## src/rtl/sap_host_router.sv

```systemverilog
// Host-to-slave router: decodes one host command stream into N_SLV address windows,
// broadcasts the registered command, tracks one outstanding read and reports misses/timeouts.
module sap_host_router #(
    parameter int                      N_SLV    = 2,
    parameter int                      AW       = 32,
    parameter int                      DW       = 32,
    parameter logic [N_SLV*AW-1:0]     BASE     = {32'hb000_0000, 32'ha000_0000},
    parameter logic [N_SLV*AW-1:0]     SIZE     = {32'h1000_0000, 32'h1000_0000},
    parameter int                      TIMEOUT  = 16,
    parameter logic [DW-1:0]           ERR_DATA = 32'hdead_beef
) (
    input  logic                clk,
    input  logic                reset,
    input  logic                host_cmd_vld,
    output logic                host_cmd_rdy,
    input  logic [AW-1:0]       host_addr,
    input  logic [DW-1:0]       host_data_w,
    input  logic                host_rw,
    output logic [DW-1:0]       host_data_r,
    output logic                host_rd_vld,
    output logic                host_rd_err,
    output logic [N_SLV-1:0]    slv_cmd_vld,
    output logic [AW-1:0]       slv_addr,
    output logic [DW-1:0]       slv_data_w,
    output logic                slv_rw,
    input  logic [N_SLV*DW-1:0] slv_data_r,
    input  logic [N_SLV-1:0]    slv_rd_vld,
    output logic [7:0]          err_cnt
);

    localparam int SW = (N_SLV > 1) ? $clog2(N_SLV) : 1;
    localparam int TW = $clog2(TIMEOUT);

    typedef enum logic [1:0] {
        IDLE,
        RD_WAIT,
        RD_ERR
    } state_t;

    state_t            state_reg, state_next;
    logic [SW-1:0]     sel_reg;
    logic [TW-1:0]     timer_reg;

    logic [N_SLV-1:0]  hit;
    logic [N_SLV-1:0]  hit_oh;
    logic [SW-1:0]     hit_idx;
    logic              any_hit;
    logic              accept;
    logic              sel_rd_vld;
    logic [DW-1:0]     sel_data;

    logic              err_inc;
    logic              rsp_load;
    logic              rsp_err;
    logic              rd_start;

    // Unsigned offset compare also rejects addresses below the base via wrap-around.
    generate
        for (genvar gi = 0; gi < N_SLV; gi++) begin : g_dec
            logic [AW-1:0] offset;
            assign offset  = host_addr - BASE[gi*AW +: AW];
            assign hit[gi] = (offset < SIZE[gi*AW +: AW]);
        end
    endgenerate

    always_comb begin
        hit_oh  = '0;
        hit_idx = '0;
        for (int i = N_SLV - 1; i >= 0; i--) begin
            if (hit[i]) begin
                hit_oh    = '0;
                hit_oh[i] = 1'b1;
                hit_idx   = SW'(i);
            end
        end
    end

    assign any_hit      = |hit;
    assign host_cmd_rdy = (state_reg == IDLE);
    assign accept       = host_cmd_vld & host_cmd_rdy;
    assign sel_rd_vld   = slv_rd_vld[sel_reg];
    assign sel_data     = slv_data_r[sel_reg*DW +: DW];

    always_ff @(posedge clk or negedge reset) begin
        if (!reset) begin
            state_reg <= IDLE;
        end else begin
            state_reg <= state_next;
        end
    end

    always_comb begin
        state_next = state_reg;
        err_inc    = 1'b0;
        rsp_load   = 1'b0;
        rsp_err    = 1'b0;
        rd_start   = 1'b0;
        case (state_reg)
            IDLE: begin
                if (accept) begin
                    err_inc = ~any_hit;
                    if (host_rw) begin
                        if (any_hit) begin
                            rd_start   = 1'b1;
                            state_next = RD_WAIT;
                        end else begin
                            state_next = RD_ERR;
                        end
                    end
                end
            end
            RD_WAIT: begin
                // A response arriving in the timeout cycle takes priority over the error.
                if (sel_rd_vld) begin
                    rsp_load   = 1'b1;
                    state_next = IDLE;
                end else if (timer_reg == TW'(TIMEOUT - 1)) begin
                    rsp_load   = 1'b1;
                    rsp_err    = 1'b1;
                    err_inc    = 1'b1;
                    state_next = IDLE;
                end
            end
            RD_ERR: begin
                rsp_load   = 1'b1;
                rsp_err    = 1'b1;
                state_next = IDLE;
            end
            default: state_next = IDLE;
        endcase
    end

    always_ff @(posedge clk or negedge reset) begin
        if (!reset) begin
            slv_cmd_vld <= '0;
            slv_addr    <= '0;
            slv_data_w  <= '0;
            slv_rw      <= 1'b0;
            sel_reg     <= '0;
            timer_reg   <= '0;
            host_rd_vld <= 1'b0;
            host_rd_err <= 1'b0;
            host_data_r <= '0;
            err_cnt     <= '0;
        end else begin
            slv_cmd_vld <= (accept && any_hit) ? hit_oh : '0;
            if (accept) begin
                slv_addr   <= host_addr;
                slv_data_w <= host_data_w;
                slv_rw     <= host_rw;
            end
            if (rd_start) begin
                sel_reg <= hit_idx;
            end
            timer_reg   <= (state_reg == RD_WAIT) ? timer_reg + 1'b1 : '0;
            host_rd_vld <= rsp_load;
            if (rsp_load) begin
                host_rd_err <= rsp_err;
                host_data_r <= rsp_err ? ERR_DATA : sel_data;
            end
            if (err_inc && (err_cnt != 8'hff)) begin
                err_cnt <= err_cnt + 8'd1;
            end
        end
    end

endmodule
```

## config.mk

```make
export PLATFORM = sky130hd
export DESIGN_NAME = sap_host_router
export DESIGN_NICKNAME = d
export VERILOG_FILES = /design/src/rtl/sap_host_router.sv
export SDC_FILE = /design/constraint.sdc
export NUM_CORES = 1
export LEC_CHECK = 0
export BUFFER_PORTS_ARGS = -buffer_cell sky130_fd_sc_hd__buf_4
export CORE_UTILIZATION = 41
export CTS_CLUSTER_SIZE = 14
export DETAILED_ROUTE_END_ITERATION = 8
export PLACE_DENSITY = 0.79
export SYNTH_ARGS = -nofsm -noshare
export SYNTH_HDL_FRONTEND = slang
export SYNTH_SLANG_ARGS = --single-unit
```

## constraint.sdc

```tcl
create_clock -name clk -period 1.7 [get_ports clk]
set_clock_uncertainty 0.1 [all_clocks]
set_input_delay 0.34 -clock clk [delete_from_list [all_inputs] [get_ports clk]]
set_output_delay 0.34 -clock clk [all_outputs]
set_load 0.01 [all_outputs]
```

==> impl_metrics.ini <==
[drt]
drt_iter0_drc = 234
drc = 41
vias = 4184
ant_nets = 0
firstDrtPassIters = 6
totalWireLength_um = 15500
wire_per_inst_um = 18.68
vias_per_cell = 5.041

[yosys]
synth_flop_cell = dfrtp_1
async_flop_share = 1.000
ys_types = 40
synth_fp_nets = 513
yosys_warnings = 0
synth-seq-area-share = 0.5966
synth-edff-count = 0
avgSynthCellArea_um2 = 13.08
netlist_instances = 372
yosys_register_bits = 116
netlist_area_um2 = 4866

[floorplan]
die_area_um2 = 12310
initial_core_util = 0.4225
die_width_um = 110.9
rows = 39
ios = 244
coreArea_um2 = 11520
die_y_um = 110.9

[grt]
antenna_found_initial = 0
grt_max_degree = 56
grt_use_total = 0.2303
grt_pass1_wl_um = 21860
grt_pass1_vias = 4451
overflow = 0

[timing]
finalSetupViolations = 64
slew_headroom = 0.6269
hold_slack_ns = 0.05853
worst_slack_ns = -0.09907
period_share = 1.058
fin_setup_tns_ns = -2.568
hold_violations = 0
rsz0062_at_grt = true
max_freq_mhz = 555.8
worst_slew_pin_slew_ns = 0.5596
finalCriticalPeriod_ns = 1.799
drv_slew = 0

[outcome]
status = finished with violations
violations = DRC, setup timing

[cts]
cts.sinks = 116
cts.reportedPaths.clkPinSlew_ns = 0.05
clock_latency_ns = 0.41
root_buffer = clkbuf_16
tritoncts = built
ctsHtreeMaxLevel = 4
clock_path_buffers = 2
numCtsBuffers = 17

[critical_path]
r2r-start = state_reg[1]
crit_chain = inv_2 -> ha_4 -> and2_4 -> buf_12 -> buf_12 -> clkbuf_16 -> mux2_4
endpoint_kind = flop
worstSetupStartpoint = state_reg[1]
crit_path_top_delay_cell = dfrtp_1
cp.arrival_ns = 1.99
criticalPathCategory = flop to flop
cpMostUsedCell = buf_12
path_max_fanout = 6
slowest_delay_ns = 0.39
crit_required_ns = 1.89
crit_path_start_kind = flop

[place]
dp_hpwl_um = 9385
dp_cells = 771
io_buffers = 243
gp_congestion = 0.7964
pre_cts_ws_ns = -0.1778

[power_and_ir_drop]
ir_worst_vdd_mv = 0.8956
powerDensity_nw_per_um2 = 1613
leakagePower_uw = 0.004217
p_int_uw = 9708
netSwitchingFraction = 0.3086
power_switching_uw = 4333
combPwrFrac = 0.420
p_seq_frac = 0.315
p_clk_frac = 0.265

[worst_hold_path]
min_from = host_addr[3]
hp-class = input pin to flop

[final_layout]
layout_common_cells = buf_4, dfrtp_1, mux2_4
drive_above_1_share = 0.6652
area_delta_synth_final_pct = 78.89
final_common_cell = buf_4
nets = 816
stdcell_count = 830
largest_registers = host_data_r x32, slv_addr x32, slv_data_w x32
antenna_cells = 0
final_core_util = 0.7559

[flow_run]
cap_violations = 0
## metrics by stage
step	cell area [µm²]	power (µW)
final	8705	14040
after global routing	8705	14660
after CTS	8139	13230
after detailed placement	7134	8963
after global placement	7134	8778
after floorplan	4954	6508
## power groups by stage
stage,combinational (µW),clock [µW],sequential (µW)
floorplan,1760,0,4750
global route,6230,3900,4530
global placement,4520,0,4260
detailed placement,4640,0,4320
finish,5890,3720,4430
CTS,5090,3780,4370
## routing by layer
layer  track usage  up-vias  part of all wire
met5             0        -                 0
met4        0.1096        0             0.031
met3       0.07818       35             0.079
met2        0.4151      191              0.53
met1        0.2393     2046              0.36
li1              -     1912                 -
## layout make-up
type,count,area [µm²]
inverters,5,31.28
clock inverters,9,152.6
multi-input cells,234,2379
fillers,717,2811
well taps,143,178.9
flip-flops and latches,116,2904
clock buffers,22,464.2
repair buffers,301,2595
## path summary, 6_finish.rpt
check	end	slack, ns	depth (start not counted)
max	slv_addr[21]	-0.1	7
min in group asynchronous	slv_data_w[18]	0.20	2
max in group asynchronous	sel_reg	0.76	3
max reg2reg	slv_addr[21]	-0.1	7
min	slv_addr[3]	0.06	2
min reg2reg	host_data_r[8]	0.38	2
## repair_timing
action / in CTS / in global routing
hold endpoints to repair: 116 / 0
buffers inserted: 9 / 8
gates resized for setup: 66 / 90
endpoints found under the setup margin: 92 / 102
hold buffers: 1 / 0
cloned: 3 / 9
pin swaps: 9 / 16
## synth_stat cells (2+ instances only)
cell type    n  area (µm²)
ha_1         7       87.58
nand2_1     21       78.83
nor3_1       3       15.01
and2_1       5       31.28
dfrtp_1    116        2903
o21ai_0     14       70.07
o21ai_2      2       17.52
nand3_1      4       20.02
xor2_1       8       70.07
a21oi_1     24       120.1
mux2i_1     32       320.3
xnor2_1      3       26.28
nand4_1      2       12.51
buf_2        9       45.04
mux2_2      62       698.2
clkbuf_1     7       26.28
inv_1        4       15.01
nor2_1      27       101.4
## cell families after synthesis
group           count (synthesis)  share of synthesized area
compound gates                 48                    0.05632
mux                            96                     0.2170
simple gates                   72                    0.07149
buf+inv                        22                    0.02083
flops                         116                     0.5966
xor+xnor                       11                    0.01980
fa+ha+maj                       7                    0.01800
## worst max-delay path, delay by kind of cell, from the launching register on
| family | cells | cell delay [ns] |
|---|---|---|
| mux | 1 | 0.30 |
| simple gates | 1 | 0.21 |
| fa+ha+maj | 1 | 0.17 |
| flops | 1 | 0.39 |
| buf+inv | 4 | 0.51 |
Power figures use the tool's default switching activity.
